File: src/rtl/pcie_link_guard.sv
// Address-channel gatekeeper and link sequencer in front of the SoC->PCIe CDC.
// Define PCIE_LINK_GUARD_TIMEOUT_EN to build the drain timeout, FAULT escalation and isolation reset.
//
// state  | meaning
// IDLE   | link down or path disabled, gates closed
// TRAIN  | debouncing link_up_i && enable_i
// ACTIVE | gates open, requests admitted
// DRAIN  | gates closed, waiting for outstanding writes/reads to retire
// FAULT  | drain stalled, waiting for software to drop enable_i
module pcie_link_guard #(
   parameter int MaxOutstanding = 8,
   parameter int LinkDebounce   = 16,
   parameter int TimeoutCycles  = 1024
) (
   input  logic                                  clk_i,
   input  logic                                  rst_i,
   input  logic                                  link_up_i,
   input  logic                                  enable_i,
   input  logic                                  slv_aw_valid_i,
   output logic                                  slv_aw_ready_o,
   output logic                                  mst_aw_valid_o,
   input  logic                                  mst_aw_ready_i,
   input  logic                                  slv_ar_valid_i,
   output logic                                  slv_ar_ready_o,
   output logic                                  mst_ar_valid_o,
   input  logic                                  mst_ar_ready_i,
   input  logic                                  b_valid_i,
   input  logic                                  b_ready_i,
   input  logic                                  r_valid_i,
   input  logic                                  r_ready_i,
   input  logic                                  r_last_i,
   output logic [2:0]                            state_o,
   output logic [$clog2(MaxOutstanding+1)-1:0]   wr_cnt_o,
   output logic [$clog2(MaxOutstanding+1)-1:0]   rd_cnt_o,
   output logic                                  timeout_o,
   output logic                                  iso_rst_o
);

   localparam int CW = $clog2(MaxOutstanding + 1);
   localparam int DW = (LinkDebounce > 1) ? $clog2(LinkDebounce) : 1;
   localparam logic [CW-1:0] MAX_CNT  = CW'(MaxOutstanding);
   localparam logic [DW-1:0] DEB_LAST = DW'(LinkDebounce - 1);

   typedef enum logic [2:0] {
      IDLE   = 3'd0,
      TRAIN  = 3'd1,
      ACTIVE = 3'd2,
      DRAIN  = 3'd3,
      FAULT  = 3'd4
   } state_e;

   state_e        state_q, state_d;
   logic [DW-1:0] deb_q, deb_d;
   logic [CW-1:0] wr_q, wr_d;
   logic [CW-1:0] rd_q, rd_d;
   logic          cnt_clr;

   logic link_ok;
   logic open_aw, open_ar;
   logic aw_hs, ar_hs, b_hs, r_hs;
   logic b_eff, r_eff;

   assign link_ok = link_up_i & enable_i;

   // Gates depend only on registered state and counts.
   assign open_aw = (state_q == ACTIVE) && (wr_q < MAX_CNT);
   assign open_ar = (state_q == ACTIVE) && (rd_q < MAX_CNT);

   assign mst_aw_valid_o = slv_aw_valid_i & open_aw;
   assign slv_aw_ready_o = mst_aw_ready_i & open_aw;
   assign mst_ar_valid_o = slv_ar_valid_i & open_ar;
   assign slv_ar_ready_o = mst_ar_ready_i & open_ar;

   assign aw_hs = mst_aw_valid_o & mst_aw_ready_i;
   assign ar_hs = mst_ar_valid_o & mst_ar_ready_i;
   assign b_hs  = b_valid_i & b_ready_i;
   assign r_hs  = r_valid_i & r_ready_i & r_last_i;

   // Retirements with nothing outstanding are ignored so the counts saturate at zero.
   assign b_eff = b_hs && (wr_q != '0);
   assign r_eff = r_hs && (rd_q != '0);

`ifdef PCIE_LINK_GUARD_TIMEOUT_EN
   localparam int TW = $clog2(TimeoutCycles);
   localparam logic [TW-1:0] TO_LAST = TW'(TimeoutCycles - 1);

   logic [TW-1:0] to_q, to_d;
   logic          timeout_q;
   logic          iso_q;
`endif

   always_comb begin
      state_d = state_q;
      deb_d   = deb_q;
      cnt_clr = 1'b0;
`ifdef PCIE_LINK_GUARD_TIMEOUT_EN
      to_d    = to_q;
`endif
      case (state_q)
         IDLE: begin
            deb_d = '0;
            if (link_ok) state_d = TRAIN;
         end
         TRAIN: begin
            if (!link_ok) begin
               state_d = IDLE;
               deb_d   = '0;
            end else if (deb_q == DEB_LAST) begin
               state_d = ACTIVE;
               deb_d   = '0;
            end else begin
               deb_d = deb_q + DW'(1);
            end
         end
         ACTIVE: begin
`ifdef PCIE_LINK_GUARD_TIMEOUT_EN
            to_d = '0;
`endif
            if (!link_ok) state_d = DRAIN;
         end
         DRAIN: begin
            // Even if the link is back, a drained path must retrain before reopening.
            if ((wr_q == '0) && (rd_q == '0)) begin
               state_d = IDLE;
            end
`ifdef PCIE_LINK_GUARD_TIMEOUT_EN
            else if (b_hs || r_hs) begin
               to_d = '0;
            end else if (to_q == TO_LAST) begin
               state_d = FAULT;
            end else begin
               to_d = to_q + TW'(1);
            end
`endif
         end
         FAULT: begin
            if (!enable_i) begin
               state_d = IDLE;
               cnt_clr = 1'b1;
            end
         end
         default: state_d = IDLE;
      endcase
   end

   always_comb begin
      wr_d = wr_q;
      rd_d = rd_q;
      if (cnt_clr) begin
         wr_d = '0;
         rd_d = '0;
      end else begin
         if (aw_hs && !b_eff)      wr_d = wr_q + CW'(1);
         else if (!aw_hs && b_eff) wr_d = wr_q - CW'(1);
         if (ar_hs && !r_eff)      rd_d = rd_q + CW'(1);
         else if (!ar_hs && r_eff) rd_d = rd_q - CW'(1);
      end
   end

   always_ff @(posedge clk_i) begin
      if (rst_i) begin
         state_q <= IDLE;
         deb_q   <= '0;
         wr_q    <= '0;
         rd_q    <= '0;
      end else begin
         state_q <= state_d;
         deb_q   <= deb_d;
         wr_q    <= wr_d;
         rd_q    <= rd_d;
      end
   end

`ifdef PCIE_LINK_GUARD_TIMEOUT_EN
   always_ff @(posedge clk_i) begin
      if (rst_i) begin
         to_q      <= '0;
         timeout_q <= 1'b0;
         iso_q     <= 1'b0;
      end else begin
         to_q      <= to_d;
         timeout_q <= (state_d == FAULT);
         iso_q     <= (state_d == FAULT) && (state_q != FAULT);
      end
   end

   assign timeout_o = timeout_q;
   assign iso_rst_o = iso_q;
`else
   assign timeout_o = 1'b0;
   assign iso_rst_o = 1'b0;
`endif

   assign state_o  = state_q;
   assign wr_cnt_o = wr_q;
   assign rd_cnt_o = rd_q;

endmodule

File: config.mk
export PLATFORM = sky130hd
export DESIGN_NAME = pcie_link_guard
export DESIGN_NICKNAME = d
export VERILOG_FILES = /design/src/rtl/pcie_link_guard.sv
export SDC_FILE = /design/constraint.sdc
export NUM_CORES = 1
export LEC_CHECK = 0
export ABC_AREA = 1
export CORE_AREA = 2 2 60 48
export DETAILED_ROUTE_END_ITERATION = 12
export DIE_AREA = 0 0 62 50
export GPL_TIMING_DRIVEN = 0
export PLACE_DENSITY = 0.73
export SETUP_SLACK_MARGIN = 0.1
export SLEW_MARGIN = 5
export SYNTH_ARGS = -nofsm -noshare
export SYNTH_HDL_FRONTEND = slang
export SYNTH_SLANG_ARGS = --single-unit
File: constraint.sdc
create_clock -name clk_i -period 1.79 [get_ports clk_i]
set_input_delay 0.4475 -clock clk_i [delete_from_list [all_inputs] [get_ports clk_i]]
set_output_delay 0.4475 -clock clk_i [all_outputs]
set_load 0.02 [all_outputs]
==> results of run 1 <==
[state kept, by name, summed over array words and instances, names as in the netlist]
name / cells
rd_cnt_o: 4
wr_cnt_o: 4
deb_q: 4
state_o: 2
[final timing paths]
check | from | end | slack [ns] | cells past startpoint
worst max-delay path | state_o[1]$_SDFFE_PP0P_ | rd_cnt_o[3]$_SDFFE_PP0P_ | -0.10 | 13
worst min-delay path | rst_i | rd_cnt_o[3]$_SDFFE_PP0P_ | 0.34 | 2
worst min register to register | deb_q[2]$_SDFFE_PP0P_ | deb_q[2]$_SDFFE_PP0P_ | 0.49 | 2
worst max register to register | state_o[1]$_SDFFE_PP0P_ | rd_cnt_o[3]$_SDFFE_PP0P_ | -0.10 | 13
[metal layers]
layer,share of wire [%],GRT usage [%],vias to the layer above
met3,7.7,6.04,2
met1,49,25.5,450
li1,-,-,544
met2,43,27.1,40
met5,0,0,-
met4,0.63,6.03,0
[power breakdown]
| part | internal [uW] | switching, uW |
|---|---|---|
| Clock | 124 | 102 |
| Sequential | 395 | 129 |
| Combinational | 446 | 587 |
| Total | 964 | 818 |
[worst max-delay path, delay by kind of cell (launching register included)]
kind | cells | cell delay, ns
AND/OR/NAND/NOR | 7 | 0.73
adder cells (fa/ha/maj) | 2 | 0.46
AO/OA/AOI/OAI | 1 | 0.11
flip-flops | 1 | 0.38
buffers and inverters | 3 | 0.16
[what timing repair did]
item / CTS / global route
resized for setup: 46 / 6
pin swaps: 14 / 3
gates cloned: 0 / 0
setup buffers: 4 / 3
setup endpoints to repair: 20 / 10
[logic make-up (layout without fill, tap and decap cells)]
kind of cell,count (synthesis),after routing
AO/OA/AOI/OAI,15,15
XOR/XNOR,3,3
adder cells (fa/ha/maj),9,9
other,1,3
buffers and inverters,27,63
AND/OR/NAND/NOR,82,82
flip-flops,14,14
[layout by cell type (no fill, tap or decap), types with 3 or more instances in the layout]
cell type | netlist | layout
nor2_2 | 5 | 4
o21ai_0 | 7 | 5
clkdlybuf4s50_1 | 0 | 7
dfxtp_1 | 14 | 9
buf_4 | 3 | 13
conb_1 | 1 | 3
dlygate4sd2_1 | 0 | 14
nor3_1 | 4 | 4
a21oi_1 | 5 | 4
inv_4 | 0 | 3
inv_1 | 20 | 14
nand2_2 | 4 | 5
inv_2 | 3 | 5
clkbuf_4 | 0 | 3
nand3_1 | 5 | 5
dfxtp_2 | 0 | 4
nor2_1 | 21 | 21
xor2_1 | 3 | 3
nand2_1 | 37 | 36
ha_1 | 7 | 3
[stage by stage]
stage,cells,setup WS (ns)
finish,225,-0.105
detailed placement,214,-0.642
CTS,222,-0.123
global route,225,-0.249
global placement,214,-0.588
floorplan,153,-0.0452
[cell type report]
type	count	area, um^2
clock buffer	4	36.3
fill	263	1040
buffer	4	33.8
sequential	14	289
timing repair buffer	32	273
tap	36	45.0
inverter	23	98.8
multi-input combinational	112	684
==> impl_metrics.py, run 1 <==
metrics = {
    "outcome": {
        "status": "finished with violations",
        "violations": "setup timing",
    },
    "setup_path": {
        "critPathMaxStageDelay_ns": 0.38,
        "cp_slowest_cell": "dfxtp_4",
        "end_kind": "register",
        "cp_max_fo": 7,
        "crit_path_start_kind": "register",
        "cp_common_cell": "nand2_1",
        "critPathRequiredTime_ns": 2.01,
        "crit_path_cell_trace": "inv_6, nor2_4, inv_4, nor4_4, ha_2, inv_4, ha_4, or2_1, nand2_1, nand2_1, nand2_1, nand2_2, a21oi_2",
        "cp.arrival_ns": 2.11,
        "path_class": "register to register",
    },
    "final_layout": {
        "diodes": 0,
        "fin_nets": 212,
        "syn_to_final_growth_pct": 45.5,
        "final_util_pct": 58.4,
        "drive_gt1_share_pct": 27.5,
        "stdcell_area_um2": 1460,
    },
    "logic_synthesis": {
        "synth_compound_area_share_pct": 8.48,
        "synthMuxAreaShare_pct": 0,
        "synth-simple-area-share_pct": 35.9,
        "synthArstFlopShare_pct": 0,
        "synthAdderAreaFrac_pct": 12.7,
        "yosys_warnings": 0,
        "synth_most_common_cell": "nand2_1",
        "synth_top_family_by_area": "simple AND/OR/NAND/NOR gates",
        "synthTopCellsByCount": "nand2_1 (37), nor2_1 (21), inv_1 (20)",
        "yosysSeqAreaShare_pct": 27.9,
        "synthDistinctLibCells": 24,
        "synth_ff_type": "dfxtp_1",
        "synth_edf_count": 0,
        "synth_area_um2": 1000,
        "synth_xor_area_share_pct": 2.62,
        "synthTopCellsByArea": "dfxtp_1 (28%), nand2_1 (14%), ha_1 (8.7%)",
        "synth_seq_cells": 14,
        "synth_top_cell_area_share_pct": 27.9,
        "syn_inst": 151,
        "synth_area_per_cell_um2": 6.65,
        "yosys.area.top_type": "dfxtp_1",
    },
    "detailed_routing": {
        "wirelength_um": 2400,
        "num_vias": 1036,
        "ant_nets": 0,
        "viasPerCell": 4.60,
        "route.detailed.drc": 0,
        "wl_per_cell_um": 10.7,
        "firstDrtPassIters": 4,
        "first_iter_violations": 42,
    },
    "global_routing": {
        "grt_overflow_total": 0,
        "antenna_found_initial": 0,
        "grt_pass1_wl_um": 4330,
        "grt_start_max_net_pins": 9,
        "grt_pass1_vias": 1011,
        "track_usage_pct": 18.6,
    },
    "power": {
        "power-per-cell-area_nw_per_um2": 1220,
        "power.leakage_uw": 0.000712,
        "power_uw": 1780,
        "peakVddDrop_mv": 0.533,
    },
    "clocking": {
        "numCtsBuffers": 3,
        "cts_htree_levels": 1,
        "clock_latency_ns": 0.28,
        "cts_buffer_depth": 2,
        "clockRootBuffer": "clkbuf_4",
        "clock_sinks": 14,
        "cts_tree": "done",
        "clkTransAtPathRegs_ns": 0.08,
        "postCtsHoldBufs": 0,
    },
    "timing": {
        "fin_crit_sh_pct": 106,
        "rsz0062_at_grt": "true",
        "slew_violations": 0,
        "fin_setup_tns_ns": -0.233,
        "holdWs_ns": 0.343,
        "fmax_mhz": 528,
        "setup_viol": 3,
        "layout_setup_ws_ns": -0.105,
        "fin_skew_ns": 0.00108,
        "hold_viol": 0,
        "period_minus_slack_ns": 1.89,
    },
    "place": {
        "dpl-instance-area_um2": 1370,
        "dp_hpwl_um": 1880,
        "port_buffers": 25,
        "routabilityCongestion": 0.821,
    },
    "floorplanning": {
        "core_region_area_um2": 2500,
        "fp.dieArea_um2": 3100,
        "ioPinCount": 30,
        "rows": 16,
        "fp.dieH_um": 50,
        "initial_core_util_pct": 40.1,
        "die_x_um": 62,
    },
    "worst_hold_path": {
        "hold_path_class": "input port to register",
    },
    "flow_run": {
        "maxCapViolations": 0,
    },
}
Power figures use the tool's default switching activity.
==> run 2, diff against run 1 <==
--- a/config.mk
+++ b/config.mk
@@ -6,11 +6,11 @@
 export NUM_CORES = 1
 export LEC_CHECK = 0
 export ABC_AREA = 1
-export CORE_AREA = 2 2 60 48
+export CORE_AREA = 2 2 52 54
 export DETAILED_ROUTE_END_ITERATION = 12
-export DIE_AREA = 0 0 62 50
+export DIE_AREA = 0 0 54 56
 export GPL_TIMING_DRIVEN = 0
-export PLACE_DENSITY = 0.73
+export PLACE_DENSITY = 0.74
 export SETUP_SLACK_MARGIN = 0.1
 export SLEW_MARGIN = 5
 export SYNTH_ARGS = -nofsm -noshare
==> run 2 against run 1 <==
  * The flow still finishes with violations (setup timing)
  * Clock skew up 0.0098 ns
  * Flip-flop and latch count did not move
  * Clock-buffer cell count stayed put
  * Non-clock buffer count is 1 higher
  * Highest routed layer unchanged
==> impl_metrics.py, run 2 (synthesis results as in run 1) <==
metrics = {
    "outcome": {
        "status": "finished with violations",
        "violations": "setup timing",
    },
    "place": {
        "port_buffers": 25,
        "dp_hpwl_um": 1740,
        "routabilityCongestion": 0.806,
    },
    "timing": {
        "period_minus_slack_ns": 1.90,
        "fmax_mhz": 525,
        "holdWs_ns": 0.341,
        "fin_skew_ns": 0.0108,
        "layout_setup_ws_ns": -0.113,
        "slew_violations": 0,
        "fin_crit_sh_pct": 106,
        "hold_viol": 0,
        "rsz0062_at_grt": "true",
        "setup_viol": 4,
    },
    "clocking": {
        "clock_latency_ns": 0.29,
        "clock_sinks": 14,
        "clkTransAtPathRegs_ns": 0.09,
        "clockRootBuffer": "clkbuf_4",
        "cts_tree": "done",
        "cts_buffer_depth": 2,
        "cts_htree_levels": 1,
        "numCtsBuffers": 3,
    },
    "detailed_routing": {
        "first_iter_violations": 24,
        "wl_per_cell_um": 10.9,
        "firstDrtPassIters": 4,
        "wirelength_um": 2400,
        "route.detailed.drc": 0,
        "ant_nets": 0,
        "viasPerCell": 4.74,
        "num_vias": 1043,
    },
    "worst_hold_path": {
        "hold_path_class": "input port to register",
        "holdPathStages": 2,
    },
    "setup_path": {
        "cp_max_fo": 6,
        "critPathRequiredTime_ns": 2.01,
        "cp_slowest_cell": "dfxtp_4",
        "r2r_cells": 13,
        "crit_path_start_kind": "register",
        "cp.arrival_ns": 2.12,
        "critPathMaxStageDelay_ns": 0.38,
        "crit_path_cell_trace": "inv_6, nor2_4, inv_4, nor4_4, ha_2, inv_4, ha_4, or2_1, nand2_1, nand2_1, nand2_1, nand2_1, a21oi_1",
        "crit_buf_inv": 3,
        "cp_common_cell": "nand2_1",
        "end_kind": "register",
        "path_depth": 13,
        "path_delay_family": "simple AND/OR/NAND/NOR gates",
        "path_class": "register to register",
    },
    "global_routing": {
        "grt_pass1_wl_um": 4030,
        "grt_start_max_net_pins": 9,
        "grt_pass1_vias": 952,
        "track_usage_pct": 17.5,
        "grt_overflow_total": 0,
        "antenna_found_initial": 0,
    },
    "floorplanning": {
        "ioPinCount": 30,
        "core_region_area_um2": 2430,
        "initial_core_util_pct": 41.3,
        "fp.dieArea_um2": 3020,
        "rows": 18,
        "die_x_um": 54,
        "fp.dieH_um": 56,
    },
    "final_layout": {
        "drive_gt1_share_pct": 28.9,
        "diodes": 0,
        "fin_nets": 213,
        "multi_input_area_um2": 696,
        "final_common_cell": "nand2_1",
        "final-seq-area_um2": 290,
        "final_cell_mix": "nand2_1 (37), nor2_1 (21), inv_1 (14), dlygate4sd2_1 (14), buf_4 (11)",
        "fillCellCount": 235,
        "syn_to_final_growth_pct": 46.6,
    },
    "power": {
        "power-per-cell-area_nw_per_um2": 1240,
        "power.leakage_uw": 0.000714,
        "power_uw": 1830,
        "peakVddDrop_mv": 0.885,
    },
    "flow_run": {
        "maxCapViolations": 0,
    },
}
## run 2: final timing paths
| kind | startpoint | to | slack, ns |
|---|---|---|---|
| worst max register to register | state_o[1]$_SDFFE_PP0P_ | rd_cnt_o[3]$_SDFFE_PP0P_ | -0.11 |
| worst max-delay path | state_o[1]$_SDFFE_PP0P_ | rd_cnt_o[3]$_SDFFE_PP0P_ | -0.11 |
| worst min-delay path | rst_i | wr_cnt_o[3]$_SDFFE_PP0P_ | 0.34 |
| worst min register to register | rd_cnt_o[0]$_SDFFE_PP0P_ | rd_cnt_o[0]$_SDFFE_PP0P_ | 0.50 |
## run 2: area by class of cell
class	instances	share of cell area (%)
buffer	4	2.30
multi-input combinational	112	47.3
sequential	14	19.7
timing repair buffer	33	19.0
inverter	23	6.72
clock buffer	4	2.47
tap	30	2.55
## run 2: stage by stage
| step | setup slack, ns | TNS, ns | cells | area (um^2) | util, % |
|---|---|---|---|---|---|
| final | -0.113 | -0.261 | 220 | 1470 | 60.5 |
| after global routing | -0.259 | -1.20 | 220 | 1470 | 60.5 |
| after CTS | -0.0911 | -0.191 | 219 | 1450 | 59.6 |
| after detailed placement | -0.617 | -5.30 | 208 | 1360 | 55.8 |
| after global placement | -0.565 | -4.87 | 208 | 1360 | 55.8 |
| after floorplan | -0.0452 | -0.134 | 153 | 1070 | - |
## run 2: timing repair
| item | in CTS | in global routing |
|---|---|---|
| hold buffers | 0 | 0 |
| pin swaps | 12 | 0 |
| setup buffers | 7 | 1 |
| cloned | 0 | 0 |
| resized for setup | 51 | 4 |
| setup endpoints to repair | 20 | 10 |
## run 2: metal layers
metal	global-route usage, %	wire length [um]
met2	29.1	1270
met1	21.3	1010
met4	3.21	12
met5	0	0
met3	6.45	112
## run 2: power breakdown
group	internal (uW)	switching [uW]	leakage, uW
Sequential	397	132	0.000117
Combinational	461	605	0.000577
Clock	124	109	0.0000210
Total	982	846	0.000714
## run 2: worst register-to-register path: stages, from the launching register on
cell,delay [ns]
dfxtp_4,0.38
inv_6,0.04
nor2_4,0.10
inv_4,0.08
nor4_4,0.14
ha_2,0.24
inv_4,0.06
ha_4,0.21
or2_1,0.22
nand2_1,0.06
nand2_1,0.05
nand2_1,0.06
nand2_1,0.05
a21oi_1,0.13
==> run 3, diff against run 2 <==
--- a/config.mk
+++ b/config.mk
@@ -6,9 +6,10 @@
 export NUM_CORES = 1
 export LEC_CHECK = 0
 export ABC_AREA = 1
-export CORE_AREA = 2 2 52 54
+export CAP_MARGIN = 20
+export CORE_AREA = 5 5 55 57
 export DETAILED_ROUTE_END_ITERATION = 12
-export DIE_AREA = 0 0 54 56
+export DIE_AREA = 0 0 60 62
 export GPL_TIMING_DRIVEN = 0
 export PLACE_DENSITY = 0.74
 export SETUP_SLACK_MARGIN = 0.1
==> run 3 against run 2 <==
  * The run still ends with setup timing left
  * Critical path type unchanged
  * Hold slack better by 0.015 ns
  * Clock-buffer cell count unchanged
  * Clock skew up 0.0020 ns
  * Core utilization down 1.1 points
  * Clock power down 19%
  * Sequential power down 2%
==> impl_metrics.py, run 3 (synthesis results as in run 1) <==
metrics = {
    "global_routing": {
        "grt_overflow_total": 0,
        "track_usage_pct": 13.9,
        "grt_pass1_vias": 911,
        "grt_pass1_wl_um": 3930,
        "antenna_found_initial": 0,
        "grt_start_max_net_pins": 9,
    },
    "clocking": {
        "clock_sinks": 14,
        "cts_tree": "done",
        "cts_htree_levels": 1,
        "numCtsBuffers": 3,
        "clkTransAtPathRegs_ns": 0.09,
        "clock_latency_ns": 0.28,
        "cts_buffer_depth": 2,
        "clockRootBuffer": "clkbuf_4",
    },
    "detailed_routing": {
        "wl_per_cell_um": 11.0,
        "viasPerCell": 4.56,
        "num_vias": 998,
        "firstDrtPassIters": 4,
        "first_iter_violations": 21,
        "route.detailed.drc": 0,
        "ant_nets": 0,
        "wirelength_um": 2400,
    },
    "timing": {
        "fin_crit_sh_pct": 107,
        "period_minus_slack_ns": 1.92,
        "fmax_mhz": 521,
        "layout_setup_ws_ns": -0.129,
        "slew_violations": 0,
        "fin_skew_ns": 0.0128,
        "rsz0062_at_grt": "true",
        "setup_viol": 6,
        "hold_viol": 0,
    },
    "power": {
        "power.leakage_uw": 0.000705,
        "power_uw": 1770,
        "peakVddDrop_mv": 1.03,
        "power-per-cell-area_nw_per_um2": 1230,
    },
    "setup_path": {
        "crit_buf_inv": 3,
        "end_kind": "register",
        "critPathMaxStageDelay_ns": 0.38,
        "cp_slowest_cell": "dfxtp_4",
        "cp_common_cell": "nand2_1",
        "path_delay_family": "simple AND/OR/NAND/NOR gates",
        "cp_max_fo": 6,
        "critPathRequiredTime_ns": 1.99,
        "crit_path_start_kind": "register",
        "cp.arrival_ns": 2.12,
        "crit_path_cell_trace": "inv_6, nor2_4, inv_4, nor4_4, ha_2, inv_4, ha_4, or2_1, nand2_1, nand2_1, nand2_1, nand2_1, a21oi_1",
        "path_class": "register to register",
    },
    "floorplanning": {
        "core_region_area_um2": 2430,
        "fp.dieArea_um2": 3720,
        "die_x_um": 60,
        "initial_core_util_pct": 41.3,
        "ioPinCount": 30,
        "fp.dieH_um": 62,
        "rows": 18,
    },
    "flow_run": {
        "maxCapViolations": 0,
    },
    "final_layout": {
        "syn_to_final_growth_pct": 44.0,
        "diodes": 0,
        "final_util_pct": 59.4,
        "final-seq-area_um2": 290,
        "final_cell_mix": "nand2_1 (37), nor2_1 (21), dlygate4sd2_1 (15)",
        "stdcell_area_um2": 1450,
        "final_common_cell": "nand2_1",
        "fin_nets": 212,
        "drive_gt1_share_pct": 28.0,
        "multi_input_area_um2": 689,
        "fillCellCount": 251,
    },
    "outcome": {
        "violations": "setup timing",
        "status": "finished with violations",
    },
    "place": {
        "pre_cts_slack_ns": -0.644,
        "dp_hpwl_um": 1930,
        "port_buffers": 25,
        "dpl-instance-area_um2": 1360,
        "routabilityCongestion": 0.842,
    },
    "worst_hold_path": {
        "hold_path_class": "input port to register",
    },
}
run 3: routing by layer:
layer / GRT usage (%) / vias up / share of wire, %
met2: 26.9 / 18 / 56
met4: 0 / 0 / 0
met3: 4.75 / 0 / 4.5
met5: 0 / - / 0
li1: - / 541 / -
met1: 15.7 / 439 / 40
run 3: cell type report:
type	instances	area share (%)
buffer	4	2.34
clock buffer	4	1.82
inverter	23	6.84
multi-input combinational	112	47.7
sequential	14	20.1
tap	30	2.60
timing repair buffer	32	18.6
run 3: path summary, 6_finish.rpt:
check                           from                  endpoint  slack (ns)  cells after the start
max          state_o[1]$_SDFFE_PP0P_  rd_cnt_o[3]$_SDFFE_PP0P_       -0.13                     13
min                            rst_i     deb_q[1]$_SDFFE_PP0P_        0.36                      2
max reg2reg  state_o[1]$_SDFFE_PP0P_  rd_cnt_o[3]$_SDFFE_PP0P_       -0.13                     13
min reg2reg    deb_q[2]$_SDFFE_PP0P_     deb_q[2]$_SDFFE_PP0P_        0.50                      2
run 3: metrics by stage:
stage               hold WS [ns]  TNS (ns)  cells
floorplan                  0.457    -0.134    153
global placement           0.468     -4.87    208
detailed placement         0.483     -5.33    208
CTS                        0.348    -0.465    218
global route               0.343     -1.05    219
finish                     0.356    -0.478    219
run 3: power breakdown:
part | internal [uW] | switching [uW]
logic | 451 | 611
registers | 396 | 125
clock network | 86.4 | 102
total | 934 | 839
run 3: timing repair:
action | in CTS | in global routing
hold buffers | 0 | 0
gates resized for setup | 51 | 4
buffers inserted | 6 | 1
setup endpoints to repair | 20 | 10
pin swaps | 13 | 0
run 3: worst register-to-register path, delay by kind of cell (launching register included):
| kind | cells | cell delay [ns] |
|---|---|---|
| simple gates | 7 | 0.69 |
| fa+ha+maj | 2 | 0.46 |
| flops | 1 | 0.38 |
| buf+inv | 3 | 0.18 |
| compound gates | 1 | 0.13 |
